### config.mk
export PLATFORM = sky130hd
export DESIGN_NAME = exec_step_controller
export DESIGN_NICKNAME = d
export VERILOG_FILES = /design/src/rtl/exec_step_controller_pkg.sv /design/src/rtl/exec_step_controller_step_debouncer.sv /design/src/rtl/exec_step_controller.sv
export SDC_FILE = /design/constraint.sdc
export NUM_CORES = 1
export LEC_CHECK = 0
export CAP_MARGIN = 20
export CORE_ASPECT_RATIO = 0.7
export CORE_MARGIN = 2
export CORE_UTILIZATION = 35
export DETAILED_ROUTE_END_ITERATION = 10
export PLACE_DENSITY = 0.77
export SYNTH_ARGS = -nofsm -noshare
export SYNTH_HDL_FRONTEND = slang
export SYNTH_HIERARCHICAL = 1
export SYNTH_SLANG_ARGS = --single-unit
### constraint.sdc
create_clock -name clk -period 1.5 [get_ports clk]
set_input_delay 0.15 -clock clk [delete_from_list [all_inputs] [get_ports clk]]
set_output_delay 0.15 -clock clk [all_outputs]
set_load 0.005 [all_outputs]
### src/rtl/exec_step_controller_pkg.sv
// Shared definitions for the run/halt/single-step sequencer.
//   exec_state_e        : FSM state encoding, also presented on the debug
//                         state output (HALT=00, RUN=01, STEP=10, BRK=11).
//   DEBOUNCE_CYCLES_DEF : default stable-sample count for the step button
//                         when the STEP_DEBOUNCE_EN build is selected.
package exec_step_controller_pkg;

  typedef enum logic [1:0] {
    ST_HALT = 2'b00,
    ST_RUN  = 2'b01,
    ST_STEP = 2'b10,
    ST_BRK  = 2'b11
  } exec_state_e;

  localparam int unsigned DEBOUNCE_CYCLES_DEF = 50000;

endpackage

### src/rtl/exec_step_controller_step_debouncer.sv
// step_debouncer: turns the asynchronous step pushbutton into a single-cycle
// request pulse.
//   clk_i        : processor clock
//   reset_ni     : synchronous active-low reset
//   step_req_i   : raw pushbutton level (asynchronous)
//   step_pulse_o : one-cycle pulse on each accepted rising edge
// Build option STEP_DEBOUNCE_EN: when defined, the synchronized level must be
// stable for DEBOUNCE_CYCLES consecutive samples before it is accepted; when
// undefined the edge is taken directly from the 2-flop synchronizer.
module step_debouncer
  import exec_step_controller_pkg::*;
#(
  parameter int unsigned DEBOUNCE_CYCLES = DEBOUNCE_CYCLES_DEF
) (
  input  logic clk_i,
  input  logic reset_ni,
  input  logic step_req_i,
  output logic step_pulse_o
);

  logic sync1_q;
  logic sync2_q;
  logic level;
  logic level_dly_q;

  always_ff @(posedge clk_i) begin
    if (!reset_ni) begin
      sync1_q     <= 1'b0;
      sync2_q     <= 1'b0;
      level_dly_q <= 1'b0;
    end else begin
      sync1_q     <= step_req_i;
      sync2_q     <= sync1_q;
      level_dly_q <= level;
    end
  end

`ifdef STEP_DEBOUNCE_EN
  localparam int unsigned DB_LEN = (DEBOUNCE_CYCLES < 1) ? 1 : DEBOUNCE_CYCLES;
  localparam int unsigned CNT_W  = (DB_LEN < 2) ? 1 : $clog2(DB_LEN);
  localparam logic [CNT_W-1:0] CNT_LAST = CNT_W'(DB_LEN - 1);

  logic [CNT_W-1:0] cnt_q;
  logic [CNT_W-1:0] cnt_d;
  logic             level_q;
  logic             level_d;

  // cnt_q counts consecutive samples that differ from the accepted level;
  // the DB_LEN-th differing sample in a row flips the accepted level.
  always_comb begin
    cnt_d   = cnt_q;
    level_d = level_q;
    if (sync2_q == level_q) begin
      cnt_d = '0;
    end else if (cnt_q == CNT_LAST) begin
      level_d = sync2_q;
      cnt_d   = '0;
    end else begin
      cnt_d = cnt_q + CNT_W'(1);
    end
  end

  always_ff @(posedge clk_i) begin
    if (!reset_ni) begin
      cnt_q   <= '0;
      level_q <= 1'b0;
    end else begin
      cnt_q   <= cnt_d;
      level_q <= level_d;
    end
  end

  assign level = level_q;
`else
  // Debounce length is only consumed when the counter is built.
  logic unused_debounce_cfg;
  assign unused_debounce_cfg = ^DEBOUNCE_CYCLES;

  assign level = sync2_q;
`endif

  assign step_pulse_o = level & ~level_dly_q;

endmodule

### src/rtl/exec_step_controller.sv
// exec_step_controller: run/halt/single-step/breakpoint sequencer producing
// the commit enable of a single-cycle MIPS datapath, plus a retired
// instruction counter.
//   clk      : processor clock (only clock)
//   reset    : synchronous active-low reset
//   run_req  : run switch level (asynchronous)
//   step_req : step pushbutton (asynchronous), rising edge = one instruction
//   bp_en    : breakpoint enable
//   bp_addr  : breakpoint PC (full 32-bit compare)
//   pc       : current PC of the datapath
//   cpu_en   : datapath commit enable
//   halted   : high in HALT and BRK
//   bp_hit   : high in BRK
//   retired  : count of cpu_en cycles, wraps
//   state    : current FSM state for debug display
// Build option STEP_DEBOUNCE_EN adds a debounce counter on the step input.
//
// state | meaning
// HALT  | frozen, waiting for run switch or step press
// RUN   | committing every cycle until switch drops or breakpoint traps
// STEP  | commit exactly one instruction, then HALT
// BRK   | stopped with PC at bp_addr; step executes it, switch low -> HALT
module exec_step_controller
  import exec_step_controller_pkg::*;
#(
  parameter int unsigned COUNT_W         = 16,
  parameter int unsigned DEBOUNCE_CYCLES = DEBOUNCE_CYCLES_DEF
) (
  input  logic               clk,
  input  logic               reset,
  input  logic               run_req,
  input  logic               step_req,
  input  logic               bp_en,
  input  logic [31:0]        bp_addr,
  input  logic [31:0]        pc,
  output logic               cpu_en,
  output logic               halted,
  output logic               bp_hit,
  output logic [COUNT_W-1:0] retired,
  output logic [1:0]         state
);

  logic               run_s1_q;
  logic               run_s2_q;
  logic               step_pulse;
  exec_state_e        state_q;
  exec_state_e        state_d;
  logic               first_run_q;
  logic               first_run_d;
  logic               halted_q;
  logic               halted_d;
  logic               bp_hit_q;
  logic               bp_hit_d;
  logic [COUNT_W-1:0] retired_q;
  logic [COUNT_W-1:0] retired_d;
  logic               bp_match;
  logic               bp_trap;

  step_debouncer #(
    .DEBOUNCE_CYCLES(DEBOUNCE_CYCLES)
  ) u_step_debouncer (
    .clk_i       (clk),
    .reset_ni    (reset),
    .step_req_i  (step_req),
    .step_pulse_o(step_pulse)
  );

  always_ff @(posedge clk) begin
    if (!reset) begin
      run_s1_q <= 1'b0;
      run_s2_q <= 1'b0;
    end else begin
      run_s1_q <= run_req;
      run_s2_q <= run_s1_q;
    end
  end

  assign bp_match = bp_en && (pc == bp_addr);
  // The first RUN cycle ignores the match so resuming from bp_addr
  // does not immediately re-trap on the same instruction.
  assign bp_trap  = bp_match && !first_run_q;

  // Combinational so the breakpoint instruction is never committed.
  assign cpu_en = (state_q == ST_STEP) || ((state_q == ST_RUN) && !bp_trap);

  always_comb begin
    state_d     = state_q;
    first_run_d = 1'b0;
    unique case (state_q)
      ST_HALT: begin
        if (run_s2_q) begin
          state_d     = ST_RUN;
          first_run_d = 1'b1;
        end else if (step_pulse) begin
          state_d = ST_STEP;
        end
      end
      ST_RUN: begin
        if (!run_s2_q) begin
          state_d = ST_HALT;
        end else if (bp_trap) begin
          state_d = ST_BRK;
        end
      end
      ST_STEP: begin
        state_d = ST_HALT;
      end
      ST_BRK: begin
        if (step_pulse) begin
          state_d = ST_STEP;
        end else if (!run_s2_q) begin
          state_d = ST_HALT;
        end
      end
      default: begin
        state_d = ST_HALT;
      end
    endcase
    halted_d  = (state_d == ST_HALT) || (state_d == ST_BRK);
    bp_hit_d  = (state_d == ST_BRK);
    retired_d = cpu_en ? retired_q + COUNT_W'(1) : retired_q;
  end

  always_ff @(posedge clk) begin
    if (!reset) begin
      state_q     <= ST_HALT;
      first_run_q <= 1'b0;
      halted_q    <= 1'b1;
      bp_hit_q    <= 1'b0;
      retired_q   <= '0;
    end else begin
      state_q     <= state_d;
      first_run_q <= first_run_d;
      halted_q    <= halted_d;
      bp_hit_q    <= bp_hit_d;
      retired_q   <= retired_d;
    end
  end

  assign halted  = halted_q;
  assign bp_hit  = bp_hit_q;
  assign retired = retired_q;
  assign state   = state_q;

endmodule

==> results of run 1 <==
==> what timing repair did <==
| action | 4_1_cts | 5_1_grt |
|---|---|---|
| buffers inserted | 2 | 2 |
| cloned | 1 | 2 |
| hold buffers | 0 | 0 |
| gates resized for setup | 91 | 25 |
| endpoints found under the setup margin | 21 | 22 |
| pin swaps | 42 | 16 |
==> flip-flops by register name (all words and copies together) (netlist names) <==
| signal | flops |
|---|---|
| retired | 16 |
| state | 2 |
| bp_hit | 1 |
| first_run_q | 1 |
| halted | 1 |
| run_s1_q | 1 |
| run_s2_q | 1 |
| u_step_debouncer/level | 1 |
| u_step_debouncer/level_dly_q | 1 |
| u_step_debouncer/sync1_q | 1 |
==> kinds of logic (layout without fill, tap and decap cells) <==
| logic type | count (synthesis) | count (layout) |
|---|---|---|
| adders and majority gates | 2 | 2 |
| buffers and inverters | 13 | 129 |
| and+or+nand+nor | 65 | 66 |
| AOI/OAI and AO/OA | 29 | 29 |
| xor gates and xnor gates | 34 | 34 |
| DFF | 26 | 26 |
| muxes | 3 | 3 |
==> per-stage QoR <==
step | util (%) | hold slack [ps] | power (mW)
4_1_cts | 64.6 | 440 | 1.59
5_1_grt | 67.7 | 454 | 1.66
3_3_place_gp | 62.4 | 409 | 1.04
2_1_floorplan | - | 272 | 0.821
3_5_place_dp | 62.4 | 416 | 1.05
6_report | 67.7 | 439 | 1.60
==> power by group <==
part / internal [mW] / switching, mW / leakage (nW)
Sequential: 0.698 / 0.00600 / 0.214
Combinational: 0.191 / 0.118 / 0.928
Clock: 0.357 / 0.232 / 0.0357
Total: 1.25 / 0.355 / 1.18
==> per-layer routing <==
layer | up-vias | part of all wire [%] | GRT usage, %
li1 | 854 | - | -
met1 | 811 | 45 | 27.1
met2 | 44 | 49 | 29.5
met3 | 2 | 5.9 | 5.39
met4 | 0 | 0.19 | 1.61
met5 | - | 0 | 0
==> how the worst min path moves through the flow <==
stage | cells after the start | to | slack (ps)
floorplan | 1 | u_step_debouncer/sync1_q | 270
global placement | 1 | u_step_debouncer/level | 410
detailed placement | 1 | u_step_debouncer/level | 420
CTS | 1 | u_step_debouncer/level | 440
global route | 2 | run_s1_q | 450
finish | 1 | u_step_debouncer/level | 440
==> final cells by class <==
| cell class | instances | area (um2) |
|---|---|---|
| clock buffer | 3 | 41.3 |
| clock inverter | 1 | 30.0 |
| fill | 351 | 1400 |
| inverter | 5 | 18.8 |
| multi-input combinational | 134 | 1120 |
| sequential | 26 | 531 |
| tap | 55 | 68.8 |
| timing repair buffer | 120 | 1120 |
==> worst max-delay path: stages <==
cell and delay (ps):
clkdlybuf4s50_1 480, xnor2_1 120, nand4_1 180, nor4_4 390
buf_6 190, nor3_4 40, nor2_1 120, ha_2 280
nand2_1 50
==> placed cells by master (no fill, tap or decap), types with 4 or more instances in the layout <==
master / n
nand3_1: 4
dlygate4sd2_1: 26
nand4_1: 6
xor2_1: 25
clkdlybuf4s15_1: 20
dfxtp_2: 5
buf_6: 4
a21oi_1: 9
nand2b_1: 5
buf_4: 24
and2_1: 7
nand2_1: 10
inv_1: 5
clkdlybuf4s50_1: 37
buf_2: 4
xnor2_1: 8
o31ai_1: 10
dfxtp_1: 20
or4_1: 7
==> flow_metrics.env, run 1 <==
export IMPL_tightest_slew_ps=472
export IMPL_synth_largest_area_cell="dfxtp_1"
export IMPL_synthAdderAreaFrac_pct=1.58
export IMPL_synth_simple_gate_area_share_pct=25.6
export IMPL_ys_types=37
export IMPL_die_area_um2=5080
export IMPL_clkSinkCount=26
export IMPL_grt_ovfl_total=0
export IMPL_cap_violations=0
export IMPL_ys_top_cells_by_area="dfxtp_1 (33%), xor2_1 (14%), o31ai_1 (4.8%), xnor2_1 (4.4%), a21oi_1 (3.8%)"
export IMPL_yosysMostFrequentCell="dfxtp_1"
export IMPL_synth_edf_count=0
export IMPL_grt_pass1_wl_mm=7.62
export IMPL_drc=0
export IMPL_antenna_cells=0
export IMPL_synth_mux_area_share_pct=1.90
export IMPL_cts_buffers=3
export IMPL_end_kind="flop"
export IMPL_r2r_setup_slack_ps=-230
export IMPL_routedWlPerCell_um=15.4
export IMPL_p_per_area_nw_per_um2=547
export IMPL_die_y_um=60.2
export IMPL_drive_above_1_share_pct=25.3
export IMPL_clock_path_buffers=2
export IMPL_vias_per_cell=4.97
export IMPL_postPlaceCellArea_um2=2700
export IMPL_cts_max_level=1
export IMPL_cp_endpoint="halted"
export IMPL_status="complete, but fails checks"
export IMPL_regToRegStartpoint="state[0]"
export IMPL_syn_num_nets=243
export IMPL_dp_slack_ps=-757
export IMPL_grt_pass1_vias=1599
export IMPL_period_share_pct=118
export IMPL_syn_inst=172
export IMPL_slew_violations=0
export IMPL_netlist_top_cells_count="dfxtp_1 (26), xor2_1 (25), a21oi_1 (12)"
export IMPL_cp_arrival_ps=2000
export IMPL_clock_root_buffer="clkbuf_8"
export IMPL_track_usage_pct=18.9
export IMPL_r2r_end="halted"
export IMPL_port_buffers=89
export IMPL_tritoncts="done"
export IMPL_stdcell_area_um2=2930
export IMPL_p_leak_nw=1.18
export IMPL_cp_startpoint="bp_addr[19]"
export IMPL_fp_dieW_um=84.3
export IMPL_ys_seq_elements=26
export IMPL_fin_setup_tns_ps=-3350
export IMPL_synth_xor_area_share_pct=20.0
export IMPL_start_kind="primary input"
export IMPL_fin_cells=344
export IMPL_synth_top_area_share_pct=32.9
export IMPL_ir_worst_vdd_uv=632
export IMPL_max_slew_margin_rel_pct=68.5
export IMPL_gp_congestion=0.818
export IMPL_nets=361
export IMPL_grt_setup_unrepaired="true"
export IMPL_clk_latency_ps=270
export IMPL_finalWorstSetupSlack_ps=-276
export IMPL_dp_cells=336
export IMPL_path_clk_slew_ps=100
export IMPL_hold_viol=0
export IMPL_setup_viol=18
export IMPL_coreArea_um2=4330
export IMPL_num_rows=20
export IMPL_hold_class="flop to flop"
export IMPL_initial_core_util_pct=36.5
export IMPL_critPathRequiredTime_ps=1730
export IMPL_routed_wl_mm=5.31
export IMPL_fin_skew_ps=5.80
export IMPL_ant_nets=0
export IMPL_syn_area_um2=1580
export IMPL_synth_seq_area_share_pct=32.9
export IMPL_post_route_min_period_ps=1780
export IMPL_fmax_mhz=563
export IMPL_synth_compound_area_share_pct=12.1
export IMPL_synth_top_family_by_area="simple AND/OR/NAND/NOR gates"
export IMPL_synthFlopType="dfxtp_1"
export IMPL_dpl_hpwl_mm=3.89
export IMPL_vias=1711
export IMPL_violations="setup timing"
export IMPL_drtIter0Drc=85
export IMPL_antenna_found_initial=0
export IMPL_reg2regPathDepth=9
export IMPL_synthArstFlopShare_pct=0
export IMPL_syn_to_final_growth_pct=85.4
export IMPL_io_pins=90
export IMPL_grt_max_degree=16
export IMPL_critPathMaxFanout=5
export IMPL_worstHoldStart="u_step_debouncer/sync1_q"
export IMPL_synth_warning_count=6
export IMPL_crit_type="primary input to flop"
export IMPL_syn_area_per_cell_um2=9.19
export IMPL_drt_first_pass_iters=4
(Power assumes the default switching activity.)
==> inputs of run 2 (changes only) <==
--- a/config.mk
+++ b/config.mk
@@ -10,6 +10,7 @@
 export CORE_MARGIN = 2
 export CORE_UTILIZATION = 35
 export DETAILED_ROUTE_END_ITERATION = 10
+export MAX_ROUTING_LAYER = met4
 export PLACE_DENSITY = 0.77
 export SYNTH_ARGS = -nofsm -noshare
 export SYNTH_HDL_FRONTEND = slang
==> constraint.sdc (replaced) <==
create_clock -name clk -period 1.5 [get_ports clk]
set_input_delay 0.375 -clock clk [delete_from_list [all_inputs] [get_ports clk]]
set_output_delay 0.375 -clock clk [all_outputs]
set_load 0.005 [all_outputs]
==> flow_metrics.env, run 2 (same netlist as run 1, synthesis figures left out) <==
export IMPL_finalWorstSetupSlack_ps=-555
export IMPL_period_share_pct=137
export IMPL_cp_slowest_stage_delay_ps=310
export IMPL_path_depth=7
export IMPL_grt_ovfl_total=0
export IMPL_vias_per_cell=5.02
export IMPL_cp_arrival_ps=1680
export IMPL_drtIter0Drc=117
export IMPL_ir_worst_vdd_uv=557
export IMPL_dpl_hpwl_mm=3.80
export IMPL_track_usage_pct=20.8
export IMPL_busiest_layer="met2"
export IMPL_die_area_um2=5080
export IMPL_nets=374
export IMPL_violations="setup timing"
export IMPL_whs_path_depth=1
export IMPL_io_pins=90
export IMPL_fmax_mhz=487
export IMPL_hold_buffers=0
export IMPL_grt_max_degree=16
export IMPL_path_clk_slew_ps=90
export IMPL_cts_buffers=3
export IMPL_end_kind="primary output"
export IMPL_path_buf_inv=2
export IMPL_post_route_min_period_ps=2060
export IMPL_crit_type="primary input to primary output"
export IMPL_p_comb_share_pct=18.3
export IMPL_mostFrequentLayoutCells="buf_4 (33), dlygate4sd2_1 (32), xor2_1 (24), clkdlybuf4s15_1 (18), buf_2 (16)"
export IMPL_p_leak_nw=1.34
export IMPL_cap_violations=0
export IMPL_fill_cells=329
export IMPL_gp_congestion=0.782
export IMPL_met2_usage_pct=35.1
export IMPL_setup_viol=20
export IMPL_clk_latency_ps=270
export IMPL_regToRegStartpoint="state[0]"
export IMPL_seqPwrFrac_pct=44.6
export IMPL_routed_wl_mm=5.88
export IMPL_drive_above_1_share_pct=44.4
export IMPL_layout_commonest_cell="buf_4"
export IMPL_power_share_clock_pct=37.1
export IMPL_tritoncts="done"
export IMPL_clock_root_buffer="clkbuf_8"
export IMPL_syn_to_final_growth_pct=93.0
export IMPL_crit_chain="clkdlybuf4s15_1, xor2_1, nor4_1, nand3_1, nor4_4, nor2_2, buf_2"
export IMPL_port_buffers=89
export IMPL_p_per_area_nw_per_um2=513
export IMPL_start_kind="primary input"
export IMPL_power_internal_mw=1.22
export IMPL_critPathRequiredTime_ps=1120
export IMPL_grt_pass1_wl_mm=8.02
export IMPL_tightest_slew_ps=576
export IMPL_swShare_pct=21.9
export IMPL_r2r_end="retired[8]"
export IMPL_cp_startpoint="pc[22]"
export IMPL_dp_slack_ps=-1200
export IMPL_coreArea_um2=4330
export IMPL_ant_nets=0
export IMPL_antenna_found_initial=0
export IMPL_grt_pass1_vias=1663
export IMPL_clock_path_buffers=2
export IMPL_antenna_cells=0
export IMPL_r2r_setup_slack_ps=-480
export IMPL_final_util_pct=70.5
export IMPL_grt_util_met1_pct=26.2
export IMPL_clkSinkCount=26
export IMPL_power_switching_mw=0.342
export IMPL_fp_dieW_um=84.3
export IMPL_worst_path_max_delay_cell="nor4_4"
export IMPL_drc=0
export IMPL_die_y_um=60.2
export IMPL_status="complete, but fails checks"
export IMPL_vias=1792
export IMPL_cp_top_family="simple AND/OR/NAND/NOR gates"
export IMPL_grt_setup_unrepaired="true"
export IMPL_drt_first_pass_iters=4
export IMPL_cp_endpoint="cpu_en"
export IMPL_critPathMaxFanout=2
export IMPL_num_rows=20
export IMPL_fin_setup_tns_ps=-8240
export IMPL_hold_ws_ps=444
export IMPL_grt_use_met3_pct=4.42
export IMPL_hold_viol=0
export IMPL_max_slew_margin_rel_pct=61.6
export IMPL_slew_violations=0
export IMPL_fin_skew_ps=7.31
export IMPL_largest_register_ffs=16
export IMPL_reg2regPathDepth=8
export IMPL_initial_core_util_pct=36.5
export IMPL_cts_max_level=1
export IMPL_routedWlPerCell_um=16.5
export IMPL_hold_class="flop to flop"
run 2: changes by cell type in the layout (fill, tap and decap cells not counted), moves of 4 or more:
cell	previous run	this run
a21oi_1	9	5
a21oi_2	3	7
buf_2	4	16
buf_4	24	33
buf_6	4	13
clkbuf_2	0	12
clkdlybuf4s50_1	37	5
dfxtp_1	20	12
dfxtp_2	5	10
dlygate4sd2_1	26	32
o31ai_1	10	1
o31ai_4	0	8
run 2: power by group through the flow:
| stage | clock, mW | combinational, mW | sequential (mW) |
|---|---|---|---|
| floorplan | 0 | 0.101 | 0.720 |
| global placement | 0 | 0.325 | 0.719 |
| detailed placement | 0 | 0.331 | 0.720 |
| CTS | 0.587 | 0.279 | 0.701 |
| global route | 0.622 | 0.311 | 0.699 |
| finish | 0.580 | 0.286 | 0.697 |
run 2: through the flow:
stage | instances | cell area, um2 | total power [mW]
after floorplan | 172 | 1590 | 0.821
after global placement | 337 | 2700 | 1.04
after detailed placement | 337 | 2700 | 1.05
after CTS | 351 | 2860 | 1.57
after global routing | 357 | 3050 | 1.63
final | 357 | 3050 | 1.56
run 2: how the worst min path moves through the flow:
stage / start / endpoint / slack (ps)
after floorplan: u_step_debouncer/sync1_q / u_step_debouncer/level / 410
after global placement: u_step_debouncer/sync1_q / u_step_debouncer/level / 410
after detailed placement: run_s1_q / run_s2_q / 430
after CTS: run_s1_q / run_s2_q / 450
after global routing: u_step_debouncer/sync1_q / u_step_debouncer/level / 470
final: u_step_debouncer/sync1_q / u_step_debouncer/level / 440
run 2: what timing repair did:
item,4_1_cts,5_1_grt
setup endpoints to repair,38,24
buffers inserted,8,8
pin swaps,51,39
resized for setup,182,71
gates cloned,2,0
run 2: cell type report:
cell class,instances,area [um2],area share [%]
clock buffers,3,41.3,1.35
well taps,55,68.8,2.26
flip-flops and latches,26,548,18.0
repair buffers,134,1130,37.1
clock inverters,1,30.0,0.984
multi-input cells,133,1210,39.7
inverters,5,18.8,0.615
run 2: metal layers:
layer / routed length [um] / share of wire [%]
met5: 0 / 0
met4: 66 / 1.1
met1: 2560 / 44
met2: 2890 / 49
met3: 367 / 6.2
==> inputs of run 3 (changes only) <==
--- a/config.mk
+++ b/config.mk
@@ -12,6 +12,7 @@
 export DETAILED_ROUTE_END_ITERATION = 10
 export MAX_ROUTING_LAYER = met4
 export PLACE_DENSITY = 0.77
+export SETUP_SLACK_MARGIN = 0.02
 export SYNTH_ARGS = -nofsm -noshare
 export SYNTH_HDL_FRONTEND = slang
 export SYNTH_HIERARCHICAL = 1
==> flow_metrics.env, run 3 (same netlist as run 1, synthesis figures left out) <==
export IMPL_ant_nets=0
export IMPL_cts_max_level=1
export IMPL_routed_wl_mm=5.68
export IMPL_drive_above_1_share_pct=44.0
export IMPL_vias_per_cell=5.06
export IMPL_swShare_pct=22.0
export IMPL_multiInputGateArea_um2=1200
export IMPL_setup_viol=20
export IMPL_reg2regPathDepth=8
export IMPL_power_switching_mw=0.346
export IMPL_hold_class="flop to flop"
export IMPL_clock_path_buffers=2
export IMPL_p_comb_share_pct=18.3
export IMPL_fill_cells=326
export IMPL_grt_pass1_vias=1659
export IMPL_num_rows=20
export IMPL_mostFrequentLayoutCells="dlygate4sd2_1 (34), buf_4 (33), xor2_1 (24), clkdlybuf4s15_1 (18), buf_2 (16)"
export IMPL_period_share_pct=137
export IMPL_layout_area_seq_um2=543
export IMPL_power_share_clock_pct=37.1
export IMPL_antenna_cells=0
export IMPL_gp_congestion=0.782
export IMPL_clk_latency_ps=270
export IMPL_path_clk_slew_ps=90
export IMPL_dp_cells=337
export IMPL_drt_first_pass_iters=4
export IMPL_dpl_hpwl_mm=3.80
export IMPL_port_buffers=89
export IMPL_regToRegStartpoint="state[0]"
export IMPL_post_route_min_period_ps=2050
export IMPL_cp_arrival_ps=1680
export IMPL_r2r_setup_slack_ps=-540
export IMPL_r2r_end="retired[10]"
export IMPL_drc=0
export IMPL_hold_ws_ps=444
export IMPL_grt_pass1_wl_mm=8.05
export IMPL_crit_type="primary input to primary output"
export IMPL_max_slew_margin_rel_pct=62.4
export IMPL_final_util_pct=70.3
export IMPL_io_pins=90
export IMPL_worst_path_max_delay_cell="nor4_4"
export IMPL_nets=374
export IMPL_cp_endpoint="cpu_en"
export IMPL_coreArea_um2=4330
export IMPL_crit_chain="clkdlybuf4s15_1, xor2_1, nor4_1, nand3_1, nor4_4, nor2_2, buf_2"
export IMPL_hold_viol=0
export IMPL_p_per_area_nw_per_um2=516
export IMPL_critPathMaxFanout=2
export IMPL_syn_to_final_growth_pct=92.6
export IMPL_tritoncts="done"
export IMPL_power_internal_mw=1.23
export IMPL_start_kind="primary input"
export IMPL_ir_worst_vdd_uv=555
export IMPL_initial_core_util_pct=36.5
export IMPL_largest_register_ffs=16
export IMPL_fin_skew_ps=5.47
export IMPL_die_y_um=60.2
export IMPL_fmax_mhz=487
export IMPL_tightest_slew_ps=563
export IMPL_cap_violations=0
export IMPL_grt_setup_unrepaired="true"
export IMPL_grt_ovfl_total=0
export IMPL_fin_cells=357
export IMPL_drtIter0Drc=93
export IMPL_fp_dieW_um=84.3
export IMPL_cp_startpoint="pc[22]"
export IMPL_slew_violations=0
export IMPL_antenna_found_initial=0
export IMPL_clkSinkCount=26
export IMPL_vias=1808
export IMPL_violations="setup timing"
export IMPL_routedWlPerCell_um=15.9
export IMPL_clock_root_buffer="clkbuf_8"
export IMPL_p_total_mw=1.57
export IMPL_end_kind="primary output"
export IMPL_dp_slack_ps=-1200
export IMPL_seqPwrFrac_pct=44.6
export IMPL_grt_max_degree=16
export IMPL_track_usage_pct=20.8
export IMPL_hold_buffers=0
export IMPL_layout_commonest_cell="dlygate4sd2_1"
export IMPL_p_leak_nw=1.35
export IMPL_status="complete, but fails checks"
export IMPL_finalWorstSetupSlack_ps=-551
export IMPL_cts_buffers=3
export IMPL_cp_slowest_stage_delay_ps=310
export IMPL_die_area_um2=5080
export IMPL_critPathRequiredTime_ps=1120
## run 3: cell types whose count changed in the layout (fill, tap and decap cells not counted), moves of 2 or more
cell,delta
clkdlybuf4s50_1,-2
dfxtp_2,+2
dfxtp_4,-2
dlygate4sd2_1,+2
## run 3: how the worst min path moves through the flow
stage,start,end,depth (start not counted)
floorplan,u_step_debouncer/sync1_q,u_step_debouncer/level,1
global placement,u_step_debouncer/sync1_q,u_step_debouncer/level,1
detailed placement,run_s1_q,run_s2_q,1
CTS,run_s1_q,run_s2_q,1
global route,u_step_debouncer/sync1_q,u_step_debouncer/level,1
finish,u_step_debouncer/sync1_q,u_step_debouncer/level,1
## run 3: final cells by class
class / instances / area share (%)
Clock inverter: 1 / 0.987
Timing Repair Buffer: 134 / 37.4
Clock buffer: 3 / 1.36
Sequential cell: 26 / 17.8
Tap cell: 55 / 2.26
Inverter: 5 / 0.617
Multi-Input combinational cell: 133 / 39.6
## run 3: power groups by stage
stage	clock network (mW)	registers [mW]	logic [mW]
after floorplan	0	0.720	0.101
after global placement	0	0.719	0.325
after detailed placement	0	0.720	0.331
after CTS	0.587	0.701	0.279
after global routing	0.618	0.702	0.312
final	0.584	0.701	0.287
## run 3: critical path, delay by kind of cell
kind | cells | cell delay, ps
simple gates | 4 | 830
buf+inv | 2 | 310
xor+xnor | 1 | 160
## run 3: through the flow
stage	area [um2]	TNS [ps]
2_1_floorplan	1590	-3990
3_3_place_gp	2700	-18560
3_5_place_dp	2700	-18850
4_1_cts	2870	-7010
5_1_grt	3040	-9340
6_report	3040	-8100
## run 3: timing repair
item / in CTS / in global routing
setup endpoints to repair: 38 / 24
gates resized for setup: 184 / 66
pin swaps: 51 / 39
gates cloned: 2 / 0
buffers inserted: 9 / 7
## run 3: layer usage
| metal | wire [um] | GRT usage, % |
|---|---|---|
| met1 | 2490 | 26.6 |
| met2 | 2780 | 35.6 |
| met3 | 293 | 4.28 |
| met4 | 114 | 2.53 |
| met5 | 0 | - |
